## config.mk

```make
export PLATFORM = sky130hd
export DESIGN_NAME = board_io
export DESIGN_NICKNAME = d
export VERILOG_FILES = /design/src/rtl/board_io.sv
export SDC_FILE = /design/constraint.sdc
export NUM_CORES = 1
export LEC_CHECK = 0
export ABC_AREA = 1
export CELL_PAD_IN_SITES_DETAIL_PLACEMENT = 1
export CELL_PAD_IN_SITES_GLOBAL_PLACEMENT = 1
export CORE_MARGIN = 2
export CORE_UTILIZATION = 35
export DETAILED_ROUTE_END_ITERATION = 6
export PLACE_DENSITY = 0.67
export SYNTH_ARGS = -nofsm -noshare
export SYNTH_HDL_FRONTEND = slang
export SYNTH_SLANG_ARGS = --single-unit
```

## constraint.sdc

```tcl
create_clock -name clk -period 3.1 [get_ports clk]
set_input_delay 0.62 -clock clk [delete_from_list [all_inputs] [get_ports clk]]
set_output_delay 0.62 -clock clk [all_outputs]
set_load 0.02 [all_outputs]
```

## src/rtl/board_io.sv

```systemverilog
// Board I/O front-end: synchronised, debounced switches/buttons with sticky
// press flags, plus a multiplexed active-low seven-segment display scanner.
module board_io #(
   parameter int N_SW            = 16,
   parameter int N_BTN           = 4,
   parameter int N_DIGITS        = 4,
   parameter int DEBOUNCE_CYCLES = 1_000_000,
   parameter int SCAN_CYCLES     = 100_000
) (
   input  logic                  clk,
   input  logic                  rst_n,
   input  logic [N_SW-1:0]       sw_raw,
   input  logic [N_BTN-1:0]      btn_raw,
   output logic [N_SW-1:0]       sw_q,
   output logic [N_BTN-1:0]      btn_q,
   output logic [N_BTN-1:0]      btn_evt,
   input  logic [N_BTN-1:0]      evt_clr,
   input  logic [4*N_DIGITS-1:0] disp_val,
   input  logic [N_DIGITS-1:0]   disp_dp,
   input  logic [N_DIGITS-1:0]   disp_en,
   output logic [6:0]            seg,
   output logic                  dp,
   output logic [N_DIGITS-1:0]   an
);
   localparam int NIN = N_SW + N_BTN;
   localparam int CW  = $clog2(DEBOUNCE_CYCLES + 1);
   localparam int PW  = $clog2(SCAN_CYCLES + 1);
   localparam int IW  = (N_DIGITS > 1) ? $clog2(N_DIGITS) : 1;
   localparam logic [CW-1:0] CNT_LAST = CW'(DEBOUNCE_CYCLES - 1);
   localparam logic [PW-1:0] PRE_LAST = PW'(SCAN_CYCLES - 1);
   localparam logic [IW-1:0] IDX_LAST = IW'(N_DIGITS - 1);

   function automatic logic [6:0] hex_seg(input logic [3:0] nib);
      logic [6:0] s;
      case (nib)
         4'h0:    s = 7'b1000000;
         4'h1:    s = 7'b1111001;
         4'h2:    s = 7'b0100100;
         4'h3:    s = 7'b0110000;
         4'h4:    s = 7'b0011001;
         4'h5:    s = 7'b0010010;
         4'h6:    s = 7'b0000010;
         4'h7:    s = 7'b1111000;
         4'h8:    s = 7'b0000000;
         4'h9:    s = 7'b0010000;
         4'hA:    s = 7'b0001000;
         4'hB:    s = 7'b0000011;
         4'hC:    s = 7'b1000110;
         4'hD:    s = 7'b0100001;
         4'hE:    s = 7'b0000110;
         4'hF:    s = 7'b0001110;
         default: s = 7'b1111111;
      endcase
      return s;
   endfunction

   logic [NIN-1:0]      sync1_q, sync2_q, deb_q, deb_d;
   logic [CW-1:0]       cnt_q [NIN];
   logic [CW-1:0]       cnt_d [NIN];
   logic [N_BTN-1:0]    btn_prev_q, evt_q, evt_d;
   logic [PW-1:0]       pre_q, pre_d;
   logic [IW-1:0]       idx_q, idx_d;
   logic [6:0]          seg_q, seg_d;
   logic                dp_q, dp_d;
   logic [N_DIGITS-1:0] an_q, an_d;
   logic [N_DIGITS-1:0] sel_s;
   logic [3:0]          nib_s;
   logic                en_s, dpl_s;

   // Per-bit debounce: accept a new level only after an unbroken mismatch run.
   always_comb begin
      deb_d = deb_q;
      for (int i = 0; i < NIN; i++) begin
         if (sync2_q[i] == deb_q[i]) begin
            cnt_d[i] = '0;
         end else if (cnt_q[i] == CNT_LAST) begin
            deb_d[i] = sync2_q[i];
            cnt_d[i] = '0;
         end else begin
            cnt_d[i] = cnt_q[i] + CW'(1);
         end
      end
      evt_d = (evt_q & ~evt_clr) | (deb_q[NIN-1:N_SW] & ~btn_prev_q);
   end

   // Scan position and the digit image registered from the current index.
   always_comb begin
      if (pre_q == PRE_LAST) begin
         pre_d = '0;
         idx_d = (idx_q == IDX_LAST) ? '0 : idx_q + IW'(1);
      end else begin
         pre_d = pre_q + PW'(1);
         idx_d = idx_q;
      end
      sel_s = '0;
      nib_s = 4'h0;
      for (int d = 0; d < N_DIGITS; d++) begin
         sel_s[d] = (idx_q == IW'(d));
         nib_s    = nib_s | (disp_val[4*d +: 4] & {4{sel_s[d]}});
      end
      en_s  = |(disp_en & sel_s);
      dpl_s = |(disp_dp & sel_s);
      if (en_s) begin
         seg_d = hex_seg(nib_s);
         dp_d  = ~dpl_s;
         an_d  = ~sel_s;
      end else begin
         seg_d = 7'b1111111;
         dp_d  = 1'b1;
         an_d  = '1;
      end
   end

   // State registers; reset returns every output to its idle/blank value.
   always_ff @(posedge clk or negedge rst_n) begin
      if (!rst_n) begin
         sync1_q    <= '0;
         sync2_q    <= '0;
         deb_q      <= '0;
         for (int i = 0; i < NIN; i++) cnt_q[i] <= '0;
         btn_prev_q <= '0;
         evt_q      <= '0;
         pre_q      <= '0;
         idx_q      <= '0;
         seg_q      <= 7'b1111111;
         dp_q       <= 1'b1;
         an_q       <= '1;
      end else begin
         sync1_q    <= {btn_raw, sw_raw};
         sync2_q    <= sync1_q;
         deb_q      <= deb_d;
         for (int i = 0; i < NIN; i++) cnt_q[i] <= cnt_d[i];
         btn_prev_q <= deb_q[NIN-1:N_SW];
         evt_q      <= evt_d;
         pre_q      <= pre_d;
         idx_q      <= idx_d;
         seg_q      <= seg_d;
         dp_q       <= dp_d;
         an_q       <= an_d;
      end
   end

   assign sw_q    = deb_q[N_SW-1:0];
   assign btn_q   = deb_q[NIN-1:N_SW];
   assign btn_evt = evt_q;
   assign seg     = seg_q;
   assign dp      = dp_q;
   assign an      = an_q;

endmodule

```

---- Yosys cells after proc, flatten, opt, wreduce, memory -nomap -nowiden ----
Memories as Yosys holds them, arrays and structs flattened.
Cells that the tools add are included.
cells by class
  $add $sub $neg .......................... 22
  $mul .................................... 0
  div/mod/pow operators ................... 0
  order comparisons ....................... 0
  eq/ne operators ......................... 44
  shift operators ......................... 0
  muxes and demuxes ....................... 45
  bitwise logic cells ..................... 36
  reduce and logical (&&, ||, !) cells .... 23
operators by type and width
  cell                                                                   number
  20-bit 2-to-1 mux                                                      40
  20-bit by 1-bit adder with 20-bit output, second input constant        20
  20-bit equality test, second input constant                            20
  2-bit AND reduction                                                    20
  4-bit bitwise AND                                                      8
  1-bit NOT                                                              21
  1-bit equality test                                                    20
  17-bit by 1-bit adder with 17-bit output, second input constant        1
  17-bit equality test, second input constant                            1
  17-bit 2-to-1 mux                                                      1
  4-bit OR                                                               4
  4-bit NOT                                                              3
  4-bit OR reduction                                                     2
  7-bit 2-to-1 mux                                                       1
  2-bit equality test, second input constant                             2
  4-bit 2-to-1 mux                                                       1
  2-bit by 1-bit adder with 2-bit output, second input constant          1
  2-bit by 1-bit equality test with 1-bit output, second input constant  1
  2-bit zero test                                                        1
  2-bit 2-to-1 mux                                                       1
  1-bit 2-to-1 mux                                                       1
storage, ports and cells
  register bits after elaboration ......... 499
  latch bits .............................. 0
  RAM bits ................................ 0
  bits in read-only memories .............. 112
  bits of input ports ..................... 50
  output and inout bits ................... 36
  memories kept ........................... 1
memories
  name              words  bits a word  rd ports  clocked after Yosys merged registers in  wr ports  RTL line  source
  (name not given)  16     7            1         0                                        0         35        case (nib)

---- Logic depth before layout (Yosys ltp) ----
Gate-level depths: netlist of the first run.
An unclocked memory read counts as a cell.
  word-level depth ........................ 7
  gate-level depth with buffers ........... 11
  depth with buffers taken out ............ 11

---- Worst setup path after synthesis of the first run ----
OpenSTA, ideal clock, no wires.
  path type ............................... reg2reg
  start ................................... reg idx_q[0]
  end ..................................... reg seg_q[0] (netlist: seg[0])
  library setup time ...................... 0.091 ns
  data arrival time ....................... 1.722 ns
  data required time ...................... 3.009 ns
  setup slack ............................. 1.287 ns
  cell stages (with the launch flop) ...... 12
  clock period less this slack ............ 1.813 ns
  cell sequence ........................... dfrtp_1 inv_1 ha_1 inv_1 o21ai_0 nor2_1 inv_1 ha_1 inv_1 nand2_1 o211ai_1 nand3_1
on the way
  cells in the longest elaborated chain, start to end .. 7
  elaborated cells between the ends (all ways) .. 15
RTL lines
  element                                                                                   RTL line  source
  from (decl)                                                                               62        logic [IW-1:0] idx_q, idx_d;
  from (signal assigned)                                                                    136       idx_q <= idx_d;
  2-bit by 1-bit equality test with 1-bit output / 2-bit zero test (equally long branches)  98        sel_s[d] = (idx_q == IW'(d));
  4-bit bitwise AND                                                                         99        nib_s = nib_s | (disp_val[4*d +: 4] & {4{sel_s[d]}});
  4-bit OR (3 in series)                                                                    99
  memory 16 x 7 bit                                                                         n/a
  7-bit 2-to-1 mux *                                                                        103       if (en_s) begin
  net seg_d[0]                                                                              63        logic [6:0] seg_q, seg_d;
  to (signal assigned)                                                                      137       seg_q <= seg_d;
  to (decl)                                                                                 63
Mark *: on every way through the listed nets, which the timed path passes. The rest lies on a longest branch.
A chain may end at the register's enable or synchronous reset.

---- Worst setup path in the final report of the first run ----
  start ................................... reg dp_q (netlist: dp)
  end ..................................... out dp
RTL lines
  element                 RTL line  source
  from (decl)             64        logic dp_q, dp_d;
  from (signal assigned)  138       dp_q <= dp_d;
  to (decl)               22        output logic dp,
No word-level cell between the ends.

==> results of run 1 <==
through the flow:
stage | util [%] | setup WS, ns | cell area (um2) | cells
final | 41.3 | 0.680 | 30700 | 4572
after global routing | 41.3 | 0.606 | 30700 | 4572
after CTS | 41.3 | 0.628 | 30700 | 4572
after detailed placement | 38.4 | 0.762 | 28600 | 4458
after global placement | 38.4 | 0.775 | 28600 | 4458
after floorplan | - | 1.29 | 26300 | 3386
final cells by class:
class                      count  share of cell area [%]
clock buffer                  91                    6.05
tap                          969                    3.95
multi-input combinational   2425                    39.2
clock inverter                23                   0.928
sequential                   499                    40.7
inverter                     459                    5.61
timing repair buffer         106                    3.62
how the worst min path moves through the flow:
stage | endpoint | cells after the start | from | slack, ns
floorplan | btn_evt[0] | 0 | rst_n | 0.32
global placement | sync2_q[16] | 0 | sync1_q[16] | 0.33
detailed placement | sync2_q[4] | 0 | sync1_q[4] | 0.34
CTS | cnt_q[315] | 1 | rst_n | 0.01
global route | cnt_q[315] | 1 | rst_n | 0.04
finish | cnt_q[319] | 1 | rst_n | 0.01
routing by layer:
metal | routed length (um) | vias to the layer above | part of all wire [%]
met4 | 1270 | 0 | 2.0
met5 | 0 | - | 0
met2 | 28800 | 154 | 46
met1 | 30300 | 10300 | 49
li1 | - | 10900 | -
met3 | 1590 | 81 | 2.6
sequential cells by signal, summed over array words and instances, names as in the netlist:
register and cells:
an 4, btn_prev_q 4, idx_q 2, seg 7
pre_q 17, dp 1, deb_q 20, cnt_q 400
btn_evt 4, sync1_q 20, sync2_q 20
logic make-up (layout without fill, tap and decap cells):
| logic type | count (synthesis) | after routing | synth area share, % |
|---|---|---|---|
| XOR/XNOR | 192 | 192 | 6.66 |
| flip-flops | 499 | 499 | 47.6 |
| AO/OA/AOI/OAI | 167 | 167 | 3.29 |
| buffers and inverters | 462 | 679 | 6.64 |
| AND/OR/NAND/NOR | 2035 | 2035 | 34.4 |
| adder cells (fa/ha/maj) | 31 | 31 | 1.48 |
power by group through the flow:
stage | logic (mW) | registers [mW] | clock network [mW]
finish | 0.570 | 6.69 | 7.52
global route | 0.667 | 6.70 | 8.08
CTS | 0.601 | 6.69 | 7.83
detailed placement | 0.598 | 6.81 | 0
global placement | 0.588 | 6.80 | 0
floorplan | 0.244 | 6.80 | 0
placed cells by master (no fill, tap or decap), types with 43 or more instances in the layout:
cell	Yosys	routed
nor3_1	66	66
inv_1	442	442
nand3_1	354	354
clkbuf_16	0	61
xnor2_1	43	43
a21oi_1	88	88
dfrtp_1	487	487
nand2_1	680	680
nor2_2	52	52
clkdlybuf4s50_1	0	84
xor2_1	140	140
o21ai_0	55	55
nor2_1	722	722
==> results_dict.tcl, run 1 <==
set metrics [dict create \
    rows 100 \
    postRouteAntennaNets 0 \
    multi_input_area_um2 12000 \
    h-tree-depth 2 \
    grt_overflow 0 \
    synth_common_cells "nor2_1, nand2_1, dfrtp_1" \
    setup_tns_ns 0 \
    p_int_mw 11.4 \
    netlist_instances 3386 \
    insertion_delay_ns 0.62 \
    cts_max_path_buffers 3 \
    grt_pass1_vias 23000 \
    status "finished, final reports clean" \
    cp_top_family "buffers and inverters" \
    p_sw_mw 3.34 \
    holdWs_ns 0.0134 \
    syn_nets 3467 \
    hold_class "primary input to asynchronous set/reset pin" \
    grt_start_max_net_pins 75 \
    top_usage_layer "met2" \
    p_sw_share_pct 22.6 \
    worst-path-buf-inv 1 \
    firstDrtPassIters 5 \
    vias_per_cell 4.70 \
    ys.warnings.count 0 \
    wl_um 61900 \
    required_ns 2.48 \
    clkTransAtPathRegs_ns 0.06 \
    reg2reg_to "seg[0]" \
    dpl.hpwl_um 45200 \
    fin_skew_ns 0.0121 \
    synth_sequential_area_ratio_pct 47.6 \
    arrival_ns 1.80 \
    synth_top_area_share_pct 46.4 \
    synth_cell_types 39 \
    power.total_mw 14.8 \
    gp_congestion 0.791 \
    power-per-cell-area_nw_per_um2 481 \
    setup_violations 0 \
    finalCriticalPeriod_ns 2.42 \
    drc 0 \
    crit_fanout 1 \
    irDropWorstVdd_uv 391 \
    cts_root_buffer "clkbuf_16" \
    grt_pass1_wl_um 110000 \
    crit_start "dp" \
    min_period_over_period_pct 78.1 \
    rsz0062_at_grt "no" \
    synthMostInstantiatedCell "nor2_1" \
    critPathKind "flop to output pin" \
    synth_area_leader_cell "dfrtp_1" \
    die_h_um 278 \
    syn_avg_cell_area_um2 7.76 \
    slowest_delay_ns 0.62 \
    worst-path-stages 1 \
    max_cap_viol_count 0 \
    met3_usage_pct 2.39 \
    maxSlewHeadroom_pct 51.7 \
    portBuffers 85 \
    postCtsSetupBuffers 0 \
    synth_area_leaders "dfrtp_1, nor2_1, nand2_1, nand3_1, inv_1" \
    n_antenna_cell 0 \
    cpMaxStageDelayCell "clkdlybuf4s50_1" \
    vias 21500 \
    r2r_cells 11 \
    synth_area_um2 26300 \
    cts.sinks 499 \
    start_util_pct 35.3 \
    wl_per_cell_um 13.5 \
    synth_seq_cells 499 \
    p_leak_nw 13.6 \
    r2r_setup_slack_ns 1.00 \
    synth_edf_count 0 \
    die_area_um2 77300 \
    ctsHoldBuffers 0 \
    antenna_found_initial 0 \
    use_met2_pct 28.1 \
    drive_gt1_share_pct 8.63 \
    synth-async-reset-ratio_pct 100 \
    cts_made_buffers 61 \
    boundaryPins 86 \
    seqCellArea_um2 12500 \
    cts_resized 0 \
    die_w_um 278 \
    end_kind "output pin" \
    syn_to_final_growth_pct 16.9 \
    pwr-share-comb_pct 3.9 \
    worst_slew_pin_slew_ns 0.724 \
    finalMaxSlewViolations 0 \
    r2r-start "idx_q[0]" \
    final_hold_viol_count 0 \
    clkPwrFrac_pct 50.9 \
    p_seq_share_pct 45.3 \
    setup.worst_path.end "dp" \
    synth-main-ff-cell "dfrtp_1" \
    fmax_ghz 0.413 \
    crit_chain "clkdlybuf4s50_1" \
    coreArea_um2 74400 \
    cp-start-kind "flop" \
    grt_util_all_layers_pct 16.6 \
    detailedRoute.firstIterationViolations 943 \
    use_met1_pct 22.4 \
    fillerInstances 9038 \
    cts_tree "done" \
    fin_nets 3633 \
]
Note: power is estimated with default switching activity, not from simulation.
==> inputs of run 2 (changes only) <==
- clock period: 3.1 -> 2.3 ns (I/O delays scaled with it)
==> run 2 against run 1 <==
Compared with the run above: sequential power grew 35%; via count grew 0.15%; critical path depth is the same; die area is the same; sequential share of layout area grew 0.055 points.
==> results_dict.tcl, run 2 (synthesis gave the netlist of run 1 again) <==
set metrics [dict create \
    cts_root_buffer "clkbuf_16" \
    h-tree-depth 2 \
    coreArea_um2 74400 \
    largest_reg_flops 400 \
    final_util_pct 41.2 \
    grt_start_max_net_pins 79 \
    maxSlewHeadroom_pct 64.2 \
    worst_slew_pin_slew_ns 0.536 \
    cpMaxStageDelayCell "clkdlybuf4s50_1" \
    min_period_over_period_pct 96.9 \
    rsz0062_at_grt "no" \
    drive_gt1_share_pct 8.71 \
    finalMaxSlewViolations 0 \
    hold_depth 1 \
    critPathKind "flop to output pin" \
    worst-path-stages 1 \
    layout_common_cells "nor2_1, nand2_1, dfrtp_1" \
    r2r_cells 11 \
    power.total_mw 19.5 \
    wl_um 61700 \
    fmax_ghz 0.449 \
    crit_fanout 1 \
    power-per-cell-area_nw_per_um2 636 \
    vias 21500 \
    cp-start-kind "flop" \
    grt_pass1_vias 22500 \
    p_leak_nw 13.5 \
    fin_skew_ns 0.0282 \
    setup_tns_ns 0 \
    required_ns 1.84 \
    worst-path-buf-inv 1 \
    firstDrtPassIters 4 \
    start_util_pct 35.3 \
    cts.sinks 499 \
    vias_per_cell 4.70 \
    drc 0 \
    grt_pass1_wl_um 109000 \
    crit_chain "clkdlybuf4s50_1" \
    die_area_um2 77300 \
    fin_nets 3636 \
    syn_to_final_growth_pct 16.8 \
    cts_made_buffers 59 \
    r2r_setup_slack_ns 0.28 \
    top_register "cnt_q" \
    rows 100 \
    final_hold_viol_count 0 \
    end_kind "output pin" \
    reg2reg_to "seg[6]" \
    cp_top_family "buffers and inverters" \
    status "finished, final reports clean" \
    irDropWorstVdd_uv 538 \
    grt_overflow 0 \
    finalCriticalPeriod_ns 2.23 \
    n_antenna_cell 0 \
    grt_util_all_layers_pct 16.5 \
    layout_commonest_cell "nor2_1" \
    detailedRoute.firstIterationViolations 819 \
    cts_tree "done" \
    boundaryPins 86 \
    setup_violations 0 \
    dpl.hpwl_um 45500 \
    die_h_um 278 \
    hold_class "primary input to flop" \
    gp_congestion 0.813 \
    wl_per_cell_um 13.5 \
    portBuffers 85 \
    max_cap_viol_count 0 \
    die_w_um 278 \
    setup.worst_path.end "an[2]" \
    crit_start "an[2]" \
    postRouteAntennaNets 0 \
    antenna_found_initial 0 \
    r2r-start "idx_q[1]" \
    insertion_delay_ns 0.63 \
    clkTransAtPathRegs_ns 0.06 \
    cts_max_path_buffers 3 \
    arrival_ns 1.77 \
    slowest_delay_ns 0.61 \
]
## run 2: final cells by class
cell class                      count  area (um2)
Clock buffer                       82        1720
Clock inverter                     29         325
Fill cell                        9034       43800
Inverter                          459        1720
Multi-Input combinational cell   2425       12000
Sequential cell                   499       12500
Tap cell                          969        1210
Timing Repair Buffer              111        1170
## run 2: repair_timing
action / CTS / global route
endpoints found under the hold margin: 159 / 0
gates resized for setup: 0 / 1
endpoints found under the setup margin: 0 / 3
setup buffers: 0 / 0
hold buffers: 1 / 0
## run 2: how the worst min path moves through the flow
stage,startpoint,endpoint,slack (ns)
global route,sw_raw[8],sync1_q[8],0.23
detailed placement,rst_n,cnt_q[314],0.33
floorplan,rst_n,btn_evt[0],0.16
finish,btn_raw[1],sync1_q[17],0.27
CTS,sw_raw[6],sync1_q[6],0.21
global placement,rst_n,cnt_q[109],0.33
## run 2: report_power, final
group	switching [mW]	internal [mW]	total, mW
sequential	0.0943	8.92	9.02
clock	3.93	5.80	9.73
combinational	0.495	0.281	0.775
total	4.52	15.0	19.5
## run 2: per-layer routing
layer  routed length [um]  global-route usage, %
met1                30000                   22.2
met5                    0                      0
met2                28900                   28.2
met3                 1750                   2.48
met4                 1020                   3.58
## run 2: metrics by stage
stage                     std cells  area, um2  worst slack [ns]  hold WS [ns]
final                          4574      30700            0.0721         0.265
after global routing           4574      30700            0.0134         0.228
after CTS                      4574      30700           0.00838         0.213
after detailed placement       4462      28600             0.101         0.332
after global placement         4462      28600             0.148         0.333
after floorplan                3386      26300             0.487         0.164
